**src/rtl/cp0.sv**
```systemverilog
// Coprocessor 0: SR/Cause/EPC, interrupt and exception request, mfc0/mtc0/eret.
// Optional CP0_EPC_BYPASS_EN forwards an in-flight mtc0 $14 value onto EPCOut.
module cp0 (
   input  logic        clk,
   input  logic        reset,
   input  logic [4:0]  A1,
   output logic [31:0] Dout,
   input  logic [4:0]  A2,
   input  logic [31:0] Din,
   input  logic        en,
   input  logic [31:0] VPC,
   input  logic        BDIn,
   input  logic [4:0]  ExcCodeIn,
   input  logic [5:0]  HWInt,
   input  logic        EXLClr,
   output logic [31:0] EPCOut,
   output logic        Req
);

   localparam int unsigned IM_W  = 6;
   localparam int unsigned EXC_W = 5;
   localparam logic [4:0] REG_SR    = 5'd12;
   localparam logic [4:0] REG_CAUSE = 5'd13;
   localparam logic [4:0] REG_EPC   = 5'd14;

   logic [IM_W-1:0]  sr_im_q, sr_im_d;
   logic             sr_exl_q, sr_exl_d;
   logic             sr_ie_q, sr_ie_d;
   logic             cause_bd_q, cause_bd_d;
   logic [IM_W-1:0]  cause_ip_q, cause_ip_d;
   logic [EXC_W-1:0] cause_exc_q, cause_exc_d;
   logic [31:0]      epc_q, epc_d;

   logic        int_req;
   logic        exc_req;
   logic        wr_sr;
   logic        wr_epc;
   logic [31:0] exc_pc;
   logic [31:0] sr_val;
   logic [31:0] cause_val;

   assign int_req = (|(HWInt & sr_im_q)) & sr_ie_q & ~sr_exl_q;
   assign exc_req = (ExcCodeIn != 5'd0) & ~sr_exl_q;
   assign Req     = int_req | exc_req;
   assign wr_sr   = en & (A2 == REG_SR);
   assign wr_epc  = en & (A2 == REG_EPC);
   assign exc_pc  = BDIn ? (VPC - 32'd4) : VPC;

   assign sr_val    = {16'h0, sr_im_q, 8'h0, sr_exl_q, sr_ie_q};
   assign cause_val = {cause_bd_q, 15'h0, cause_ip_q, 3'h0, cause_exc_q, 2'b00};

   always_comb begin
      case (A1)
         REG_SR:    Dout = sr_val;
         REG_CAUSE: Dout = cause_val;
         REG_EPC:   Dout = epc_q;
         default:   Dout = 32'h0;
      endcase
   end

`ifdef CP0_EPC_BYPASS_EN
   assign EPCOut = wr_epc ? {Din[31:2], 2'b00} : epc_q;
`else
   assign EPCOut = epc_q;
`endif

   // Per-field priority: exception entry, then mtc0, then eret.
   always_comb begin
      sr_im_d     = sr_im_q;
      sr_exl_d    = sr_exl_q;
      sr_ie_d     = sr_ie_q;
      cause_bd_d  = cause_bd_q;
      cause_ip_d  = HWInt;
      cause_exc_d = cause_exc_q;
      epc_d       = epc_q;

      if (wr_sr) begin
         sr_im_d = Din[15:10];
         sr_ie_d = Din[0];
      end

      if (Req) begin
         sr_exl_d    = 1'b1;
         cause_exc_d = int_req ? 5'd0 : ExcCodeIn;
         cause_bd_d  = BDIn;
         epc_d       = {exc_pc[31:2], 2'b00};
      end else begin
         if (wr_sr)
            sr_exl_d = Din[1];
         else if (EXLClr)
            sr_exl_d = 1'b0;
         if (wr_epc)
            epc_d = {Din[31:2], 2'b00};
      end
   end

   always_ff @(posedge clk or posedge reset) begin
      if (reset) begin
         sr_im_q     <= '0;
         sr_exl_q    <= 1'b0;
         sr_ie_q     <= 1'b0;
         cause_bd_q  <= 1'b0;
         cause_ip_q  <= '0;
         cause_exc_q <= '0;
         epc_q       <= '0;
      end else begin
         sr_im_q     <= sr_im_d;
         sr_exl_q    <= sr_exl_d;
         sr_ie_q     <= sr_ie_d;
         cause_bd_q  <= cause_bd_d;
         cause_ip_q  <= cause_ip_d;
         cause_exc_q <= cause_exc_d;
         epc_q       <= epc_d;
      end
   end

endmodule

```
**config.mk**
```make
export PLATFORM = sky130hd
export DESIGN_NAME = cp0
export DESIGN_NICKNAME = d
export VERILOG_FILES = /design/src/rtl/cp0.sv
export SDC_FILE = /design/constraint.sdc
export NUM_CORES = 1
export LEC_CHECK = 0
export CELL_PAD_IN_SITES_DETAIL_PLACEMENT = 1
export CELL_PAD_IN_SITES_GLOBAL_PLACEMENT = 2
export CORE_MARGIN = 3
export CORE_UTILIZATION = 26
export DETAILED_ROUTE_END_ITERATION = 10
export PLACE_DENSITY_LB_ADDON = 0.08
export SYNTH_ARGS = -nofsm -noshare
export SYNTH_HDL_FRONTEND = slang
export SYNTH_SLANG_ARGS = --single-unit
export TNS_END_PERCENT = 30
```
**constraint.sdc**
```tcl
create_clock -name clk -period 5.25 [get_ports clk]
set_clock_uncertainty 0.05 [all_clocks]
set_input_delay 1.05 -clock clk [delete_from_list [all_inputs] [get_ports clk]]
set_output_delay 1.05 -clock clk [all_outputs]
set_load 0.005 [all_outputs]
```
==> impl_metrics.yaml, run 1 <==
logic_synthesis:
  syn_inst: 354
  synth_async_sr_flop_share_pct: 100
  synth_cell_types: 47
  synth_warnings: 0
  yosysMostFrequentCell: "dfrtp_1"
  yosys.area.top_type_share_pct: 37.0
  synth-edff-count: 0
  ys_top_cells_by_area: "dfrtp_1, mux2i_1, o31a_1"
  synth.avg_cell_area_um2: 9.56
  ys_ff_latch: 50
  syn-cell-area_um2: 3380
  synth-main-ff-cell: "dfrtp_1"
  yosysTopAreaCell: "dfrtp_1"
  synth_common_cells: "dfrtp_1, mux2i_1, nor4_1"
  yosysSeqAreaShare_pct: 37.0
cts:
  clk_path_buf_depth: 2
  path_clk_slew_ps: 70
  clockRootBuffer: "clkbuf_16"
  cts_tree: "done"
  cts_max_level: 2
  cts_hold_buffers: 0
  clock_sinks: 50
  post-cts-setup-buffers: 0
  numCtsBuffers: 5
  post_cts_resized: 0
  clkLatencyLatePin_ps: 290
floorplanning:
  rows: 41
  die_area_um2: 14400
  ios: 155
  die_w_um: 120
  initial_utilization_pct: 26.7
  die_h_um: 120
  fp.coreArea_um2: 12700
power_and_ir_drop:
  peakVddDrop_v: 0.000181
  sw_frac_of_total_pct: 33.7
  power_density_nw_per_um2: 361
  p_sw_uw: 636
  internal_power_uw: 1250
  power_leakage_uw: 0.00202
  clkPwrFrac_pct: 19.8
  combPwrFrac_pct: 44.1
  p_seq_share_pct: 36.1
route:
  first_pass_iters: 4
  ant_nets: 0
  routed-via-count: 3401
  drc: 0
  drtIter0Drc: 163
  via_per_inst: 5.11
  routed_wl_um: 13200
  post_drt_wl_per_cell_um: 19.7
setup_path:
  cpPeakStageDelay_ps: 520
  crit_type: "in2out"
  critPathArrivalTime_ps: 3190
  cp_max_fo: 24
  cpMostUsedCell: "clkdlybuf4s50_1"
  worstPathCellList: "clkdlybuf4s50_1, nand2_1, or3_1, nor2_1, buf_4, a22o_1, clkdlybuf4s50_1"
  end_kind: "output port"
  cp_num_buf_inv: 3
  crit_family: "buffers and inverters"
  cp.required_ps: 4150
  cpMaxStageDelayCell: "clkdlybuf4s50_1"
  cp-start-kind: "input pin"
place:
  place_hpwl_um: 10400
  routabilityCongestion: 0.782
  port_buffers: 150
sta:
  setup_tns_ps: 0
  setup_viol: 0
  worstMarginPinSlew_ps: 1090
  clock.fmax_ghz: 0.233
  final_max_slew_viol_count: 0
  hold_viol_final: 0
  min_period_ps: 4290
  fin_crit_sh_pct: 81.6
  maxSlewHeadroom_pct: 27.2
  rsz0062_at_grt: "false"
layout:
  insertedDiodeCount: 0
  area_delta_synth_final_pct: 54.6
  finish.utilization_pct: 41.3
  final_nets: 584
  layout-drive-gt1-share_pct: 6.48
global_routing:
  grt_pass1_vias: 3481
  antenna_found_initial: 0
  grt_pass1_wl_um: 20500
  gr-total-overflow: 0
  grt_max_degree: 51
  grtUsageTotal_pct: 18.0
hold_path:
  hold_path_class: "reg2reg"
outcome:
  status: "finished, final reports clean"
run:
  drv_cap: 0
power by group through the flow:
stage | Combinational (uW) | Clock (uW) | Sequential [uW]
3_5_place_dp | 843 | 0 | 691
4_1_cts | 846 | 382 | 684
3_3_place_gp | 827 | 0 | 685
6_report | 833 | 374 | 681
2_1_floorplan | 384 | 0 | 650
5_1_grt | 911 | 399 | 704
area by class of cell:
| type | instances | area, um2 |
|---|---|---|
| Timing Repair Buffer | 156 | 1550 |
| Fill cell | 1444 | 7440 |
| Clock inverter | 3 | 45.0 |
| Multi-Input combinational cell | 272 | 2020 |
| Sequential cell | 50 | 1250 |
| Clock buffer | 5 | 125 |
| Inverter | 8 | 30.0 |
| Tap cell | 172 | 215 |
state kept, by name (all words and copies together) (netlist names):
name / flops
EPCOut: 30
sr_ie_q: 1
cause_bd_q: 1
sr_exl_q: 1
cause_ip_q: 6
sr_im_q: 6
cause_exc_q: 5
path summary, 6_finish.rpt:
kind | slack (ps) | start | end | cells after the start
worst max-delay path | 960 | A1[3] | Dout[3] | 7
worst min-delay path | 440 | cause_exc_q[4]$_DFFE_PP0N_ | cause_exc_q[4]$_DFFE_PP0N_ | 1
worst max register to register | 3340 | sr_im_q[2]$_DFFE_PP0P_ | EPCOut[22]$_DFFE_PP0P_ | 5
worst min register to register | 440 | cause_exc_q[4]$_DFFE_PP0N_ | cause_exc_q[4]$_DFFE_PP0N_ | 1
max in group asynchronous | 3170 | reset | EPCOut[25]$_DFFE_PP0P_ | 2
min in group asynchronous | 1300 | reset | EPCOut[4]$_DFFE_PP0P_ | 2
placed cells by master (no fill, tap or decap), drive strengths merged, types with 5 or more instances in the layout:
cell	count
mux2i	34
nor3	9
o21ai	13
nand3	6
nand4	7
o31ai	8
a21o	5
o31a	16
or3	11
inv	7
mux2	8
or4	9
a31oi	17
clkdlybuf4s50	150
nor4	22
dfrtp	50
nor2	11
xnor2	6
nor3b	6
and4	15
a22o	6
nand2	11
xor2	7
clkbuf	5
buf	6
and2	18
stage by stage:
| step | hold slack [ps] | area (um2) | power, uW | setup slack (ps) | std cells |
|---|---|---|---|---|---|
| 2_1_floorplan | 401 | 3390 | 1030 | 1790 | 355 |
| 6_report | 438 | 5230 | 1890 | 965 | 666 |
| 3_5_place_dp | 422 | 5060 | 1530 | 909 | 658 |
| 4_1_cts | 441 | 5230 | 1910 | 900 | 666 |
| 5_1_grt | 461 | 5230 | 2010 | 810 | 666 |
| 3_3_place_gp | 422 | 5060 | 1510 | 987 | 658 |
worst reg2reg max path, stage by stage (launching register included):
cell      delay [ps]
dfrtp_1          390
a22oi_1          280
a311oi_2         210
buf_4            250
nor4_1           460
a31oi_1          130
per-layer routing:
| metal | part of all wire (%) | vias up | track usage [%] |
|---|---|---|---|
| li1 | - | 1656 | - |
| met1 | 49 | 1656 | 25.8 |
| met2 | 46 | 82 | 29.2 |
| met3 | 4.0 | 7 | 2.69 |
| met4 | 0.59 | 0 | 2.79 |
| met5 | 0 | - | 0 |
kinds of logic (layout without fill, tap and decap cells):
kind of cell               after synthesis  in the layout  share of synthesized area (%)
and+or+nand+nor                        141            141                           27.0
AOI/OAI and AO/OA                       73             73                           15.5
DFF                                     50             50                           37.0
muxes                                   42             42                           12.7
buffers and inverters                   33            172                           3.96
xor gates and xnor gates                13             13                           3.37
adders and majority gates                1              1                          0.370
other                                    1              2                          0.111
Note: power is estimated with default switching activity, not from simulation.
==> inputs of run 2 (changes only) <==
--- a/config.mk
+++ b/config.mk
@@ -8,7 +8,7 @@
 export CELL_PAD_IN_SITES_DETAIL_PLACEMENT = 1
 export CELL_PAD_IN_SITES_GLOBAL_PLACEMENT = 2
 export CORE_MARGIN = 3
-export CORE_UTILIZATION = 26
+export CORE_UTILIZATION = 22
 export DETAILED_ROUTE_END_ITERATION = 10
 export PLACE_DENSITY_LB_ADDON = 0.08
 export SYNTH_ARGS = -nofsm -noshare
==> constraint.sdc (replaced) <==
create_clock -name clk -period 3.9 [get_ports clk]
set_clock_uncertainty 0.05 [all_clocks]
set_input_delay 0.78 -clock clk [delete_from_list [all_inputs] [get_ports clk]]
set_output_delay 0.78 -clock clk [all_outputs]
set_load 0.005 [all_outputs]
==> run 2 against run 1 <==
Against the previous run: critical path depth did not move; non-clock buffer count up 12; clock power grew 56%; via count up 2.4%; total power increased by 40%; count of clock-buffer cells in the layout increased by 1; sequential power rose by 35%; register-to-register slack worse by 1300 ps.
==> impl_metrics.yaml, run 2 (synthesis gave the netlist of run 1 again) <==
layout:
  regArea_um2: 1250
  insertedDiodeCount: 0
  multiInputGateArea_um2: 2020
  area_delta_synth_final_pct: 58.9
  finish.instance_area_um2: 5380
  finish.utilization_pct: 36.3
  final_common_cell: "clkdlybuf4s50_1"
  fill_cells: 1659
  layout-drive-gt1-share_pct: 8.70
  final_nets: 596
  largest_reg_flops: 30
  final_cell_mix: "clkdlybuf4s50_1, dfrtp_1, mux2i_1"
place:
  routabilityCongestion: 0.812
  place_hpwl_um: 11300
  dp_slack_ps: 360
  dpl-instance-area_um2: 5180
  port_buffers: 150
sta:
  final_max_slew_viol_count: 0
  min_period_ps: 3520
  setup_tns_ps: 0
  maxSlewHeadroom_pct: 27.0
  hold_viol_final: 0
  clock.fmax_ghz: 0.284
  setup_viol: 0
  worstMarginPinSlew_ps: 1090
  fin_crit_sh_pct: 90.3
  fin_ws_ps: 378
  rsz0062_at_grt: "false"
hold_path:
  hold_path_class: "reg2reg"
route:
  routed-via-count: 3481
  drc: 0
  post_drt_wl_per_cell_um: 20.2
  drtIter0Drc: 145
  first_pass_iters: 4
  ant_nets: 0
  via_per_inst: 5.04
  routed_wl_um: 13900
cts:
  cts_hold_buffers: 0
  numCtsBuffers: 5
  post-cts-setup-buffers: 0
  clk_path_buf_depth: 2
  clkLatencyLatePin_ps: 290
  post_cts_resized: 0
  cts_max_level: 2
  clockRootBuffer: "clkbuf_16"
  cts_tree: "done"
  clock_sinks: 50
  path_clk_slew_ps: 70
global_routing:
  antenna_found_initial: 0
  grt_pass1_wl_um: 21100
  gr-total-overflow: 0
  grt_max_degree: 51
  grtUsageTotal_pct: 16.2
  grt_pass1_vias: 3526
floorplanning:
  ios: 155
  die_area_um2: 16900
  initial_utilization_pct: 22.8
  die_h_um: 130
  rows: 44
  die_w_um: 130
  fp.coreArea_um2: 14800
setup_path:
  cp_max_fo: 24
  cpMostUsedCell: "clkdlybuf4s50_1"
  cp.required_ps: 3070
  critPathArrivalTime_ps: 2690
  worstPathCellList: "clkdlybuf4s50_1, nand2_1, or3_1, nor2_1, buf_12, a22o_1, clkdlybuf4s50_1"
  cp_num_buf_inv: 3
  end_kind: "output port"
  cp-start-kind: "input pin"
  crit_type: "in2out"
  crit_family: "buffers and inverters"
  cpMaxStageDelayCell: "clkdlybuf4s50_1"
  cpPeakStageDelay_ps: 520
power_and_ir_drop:
  combPwrFrac_pct: 43.3
  power_density_nw_per_um2: 493
  sw_frac_of_total_pct: 32.8
  clkPwrFrac_pct: 22.0
  p_sw_uw: 869
  p_seq_share_pct: 34.7
  internal_power_uw: 1780
  peakVddDrop_v: 0.000205
  power_leakage_uw: 0.00210
outcome:
  status: "finished, final reports clean"
run:
  drv_cap: 0
[run 2: cell count changes in the layout (fill, tap and decap cells not counted), sizes merged]
cell / previous run / this run
buf: 6 / 18
bufinv: 1 / 2
clkbuf: 5 / 6
clkinvlp: 2 / 0
[run 2: power by group through the flow]
stage | clock (uW) | sequential (uW) | combinational, uW
4_1_cts | 600 | 929 | 1170
5_1_grt | 621 | 958 | 1250
3_5_place_dp | 0 | 938 | 1160
3_3_place_gp | 0 | 930 | 1150
6_report | 583 | 919 | 1150
2_1_floorplan | 0 | 875 | 516
[run 2: path summary, 6_finish.rpt]
kind	cells after the start	slack [ps]	start	to
worst max-delay path	7	380	A1[2]	Dout[31]
max in group asynchronous	2	2090	reset	EPCOut[18]$_DFFE_PP0P_
worst min-delay path	1	440	cause_exc_q[1]$_DFFE_PP0N_	cause_exc_q[1]$_DFFE_PP0N_
min in group asynchronous	2	1020	reset	cause_exc_q[2]$_DFFE_PP0N_
worst min register to register	1	440	cause_exc_q[1]$_DFFE_PP0N_	cause_exc_q[1]$_DFFE_PP0N_
worst max register to register	5	1990	sr_im_q[2]$_DFFE_PP0P_	EPCOut[18]$_DFFE_PP0P_
[run 2: layer usage]
layer / vias to the layer above / GRT usage (%) / part of all wire (%) / wire (um)
met3: 9 / 1.72 / 4.3 / 593
met2: 98 / 25.8 / 47 / 6520
met4: 0 / 4.10 / 1.3 / 178
li1: 1680 / - / - / -
met1: 1694 / 23.5 / 48 / 6650
met5: - / 0 / 0 / 0
[run 2: area by class of cell]
cell class                      instances  share of cell area, %
Clock inverter                          2                   1.12
Sequential cell                        50                   23.3
Timing Repair Buffer                  168                   30.7
Multi-Input combinational cell        272                   37.5
Clock buffer                            6                   2.58
Tap cell                              184                   4.28
Inverter                                8                  0.559
[run 2: metrics by stage]
step	power (uW)	hold slack (ps)	std cells
after floorplan	1390	401	355
after global placement	2080	423	682
after detailed placement	2100	422	682
after CTS	2700	447	690
after global routing	2830	473	690
final	2650	444	690
==> inputs of run 3 (changes only) <==
--- a/config.mk
+++ b/config.mk
@@ -10,7 +10,7 @@
 export CORE_MARGIN = 3
 export CORE_UTILIZATION = 22
 export DETAILED_ROUTE_END_ITERATION = 10
-export PLACE_DENSITY_LB_ADDON = 0.08
+export PLACE_DENSITY_LB_ADDON = 0.1
 export SYNTH_ARGS = -nofsm -noshare
 export SYNTH_HDL_FRONTEND = slang
 export SYNTH_SLANG_ARGS = --single-unit
==> run 3 against run 2 <==
Against the previous run: routed wire length fell by 1.3%; final area fell by 0.74%; sequential share of layout area rose by 0.17 points; final cell count fell by 0.14%; clock power fell by 16%; total power fell by 4.0%; worst setup slack got worse by 37 ps; critical endpoint unchanged; critical path depth did not move; count of clock-buffer cells in the layout rose by 2; flip-flop and latch count did not move.
==> impl_metrics.yaml, run 3 (synthesis gave the netlist of run 1 again) <==
setup_path:
  cp_max_fo: 24
  cp_num_buf_inv: 3
  cpMostUsedCell: "clkdlybuf4s50_1"
  cpMaxStageDelayCell: "clkdlybuf4s50_1"
  crit_type: "in2out"
  end_kind: "output port"
  cp-start-kind: "input pin"
  r2r_slack_ps: 1990
  critPathArrivalTime_ps: 2730
  crit_family: "buffers and inverters"
  cp.required_ps: 3070
  worstPathCellList: "clkdlybuf4s50_1, nand2_1, or3_1, nor2_1, buf_12, a22o_1, clkdlybuf4s50_1"
  cpPeakStageDelay_ps: 530
route:
  drtIter0Drc: 124
  routed-via-count: 3434
  drc: 0
  via_per_inst: 4.98
  post_drt_wl_per_cell_um: 20.0
  first_pass_iters: 4
  routed_wl_um: 13800
  ant_nets: 0
place:
  routabilityCongestion: 0.795
  dp_cells: 681
  port_buffers: 150
  dpl-instance-area_um2: 5170
  place_hpwl_um: 11100
floorplanning:
  ios: 155
  rows: 44
  die_area_um2: 16900
  fp.coreArea_um2: 14800
  die_w_um: 130
  die_h_um: 130
  initial_utilization_pct: 22.8
power_and_ir_drop:
  peakVddDrop_v: 0.000160
  p_total_uw: 2540
  power_leakage_uw: 0.00208
  power_density_nw_per_um2: 477
layout:
  largest_reg_flops: 30
  fill_cells: 1698
  layout-drive-gt1-share_pct: 8.51
  final_common_cell: "clkdlybuf4s50_1"
  layout.cells.non_filler: 689
  insertedDiodeCount: 0
  area_delta_synth_final_pct: 57.7
  final_cell_mix: "clkdlybuf4s50_1, dfrtp_1, mux2i_1"
  finish.instance_area_um2: 5340
  final_nets: 595
sta:
  hold_viol_final: 0
  rsz0062_at_grt: "false"
  setup_tns_ps: 0
  maxSlewHeadroom_pct: 24.9
  worstMarginPinSlew_ps: 1120
  clock.fmax_ghz: 0.281
  setup_viol: 0
  min_period_ps: 3560
  fin_crit_sh_pct: 91.3
  final_max_slew_viol_count: 0
global_routing:
  gr-total-overflow: 0
  grt_max_degree: 51
  grtUsageTotal_pct: 16.0
  antenna_found_initial: 0
  grt_pass1_wl_um: 20900
  grt_pass1_vias: 3537
outcome:
  status: "finished, final reports clean"
cts:
  clockRootBuffer: "clkbuf_16"
  clk_path_buf_depth: 2
  path_clk_slew_ps: 70
  clock_sinks: 50
  cts_max_level: 2
  cts_tree: "done"
  numCtsBuffers: 5
  post-cts-setup-buffers: 0
  clkLatencyLatePin_ps: 290
  cts_hold_buffers: 0
  post_cts_resized: 0
hold_path:
  hold_path_class: "reg2reg"
run:
  drv_cap: 0
run 3: cell count changes in the layout (fill, tap and decap cells not counted):
cell | previous run | this run
buf_4 | 17 | 16
clkbuf_8 | 1 | 3
bufinv_16 | 2 | 0
run 3: cell type report:
type	instances	area, um2	share of cell area [%]
Inverter	8	30.0	0.563
Clock buffer	8	166	3.12
Multi-Input combinational cell	272	2020	37.8
Tap cell	184	230	4.31
Timing Repair Buffer	167	1640	30.8
Sequential cell	50	1250	23.4
run 3: metal layers:
| layer | up-vias | part of all wire, % | global-route usage, % |
|---|---|---|---|
| met5 | - | 0 | 0 |
| met1 | 1662 | 49 | 23.2 |
| met2 | 86 | 46 | 25.7 |
| met4 | 0 | 1.3 | 3.85 |
| met3 | 10 | 4.0 | 1.80 |
| li1 | 1676 | - | - |
run 3: power by group:
part | leakage (uW) | internal (uW) | switching (uW)
sequential | 0.000584 | 731 | 188
clock | 0.0000832 | 291 | 197
combinational | 0.00142 | 663 | 473
total | 0.00208 | 1690 | 858
run 3: path summary, 6_finish.rpt:
kind	start	endpoint	cells after the start
worst max-delay path	A1[3]	Dout[31]	7
worst min-delay path	cause_exc_q[4]$_DFFE_PP0N_	cause_exc_q[4]$_DFFE_PP0N_	1
worst max register to register	sr_im_q[2]$_DFFE_PP0P_	EPCOut[22]$_DFFE_PP0P_	5
worst min register to register	cause_exc_q[4]$_DFFE_PP0N_	cause_exc_q[4]$_DFFE_PP0N_	1
max in group asynchronous	reset	EPCOut[22]$_DFFE_PP0P_	2
min in group asynchronous	reset	sr_exl_q$_DFFE_PP0P_	2
run 3: through the flow:
step	worst slack (ps)	util (%)	hold WS (ps)
2_1_floorplan	979	-	401
3_3_place_gp	354	34.9	421
3_5_place_dp	343	34.9	425
4_1_cts	317	36.0	441
5_1_grt	257	36.0	463
6_report	341	36.0	438
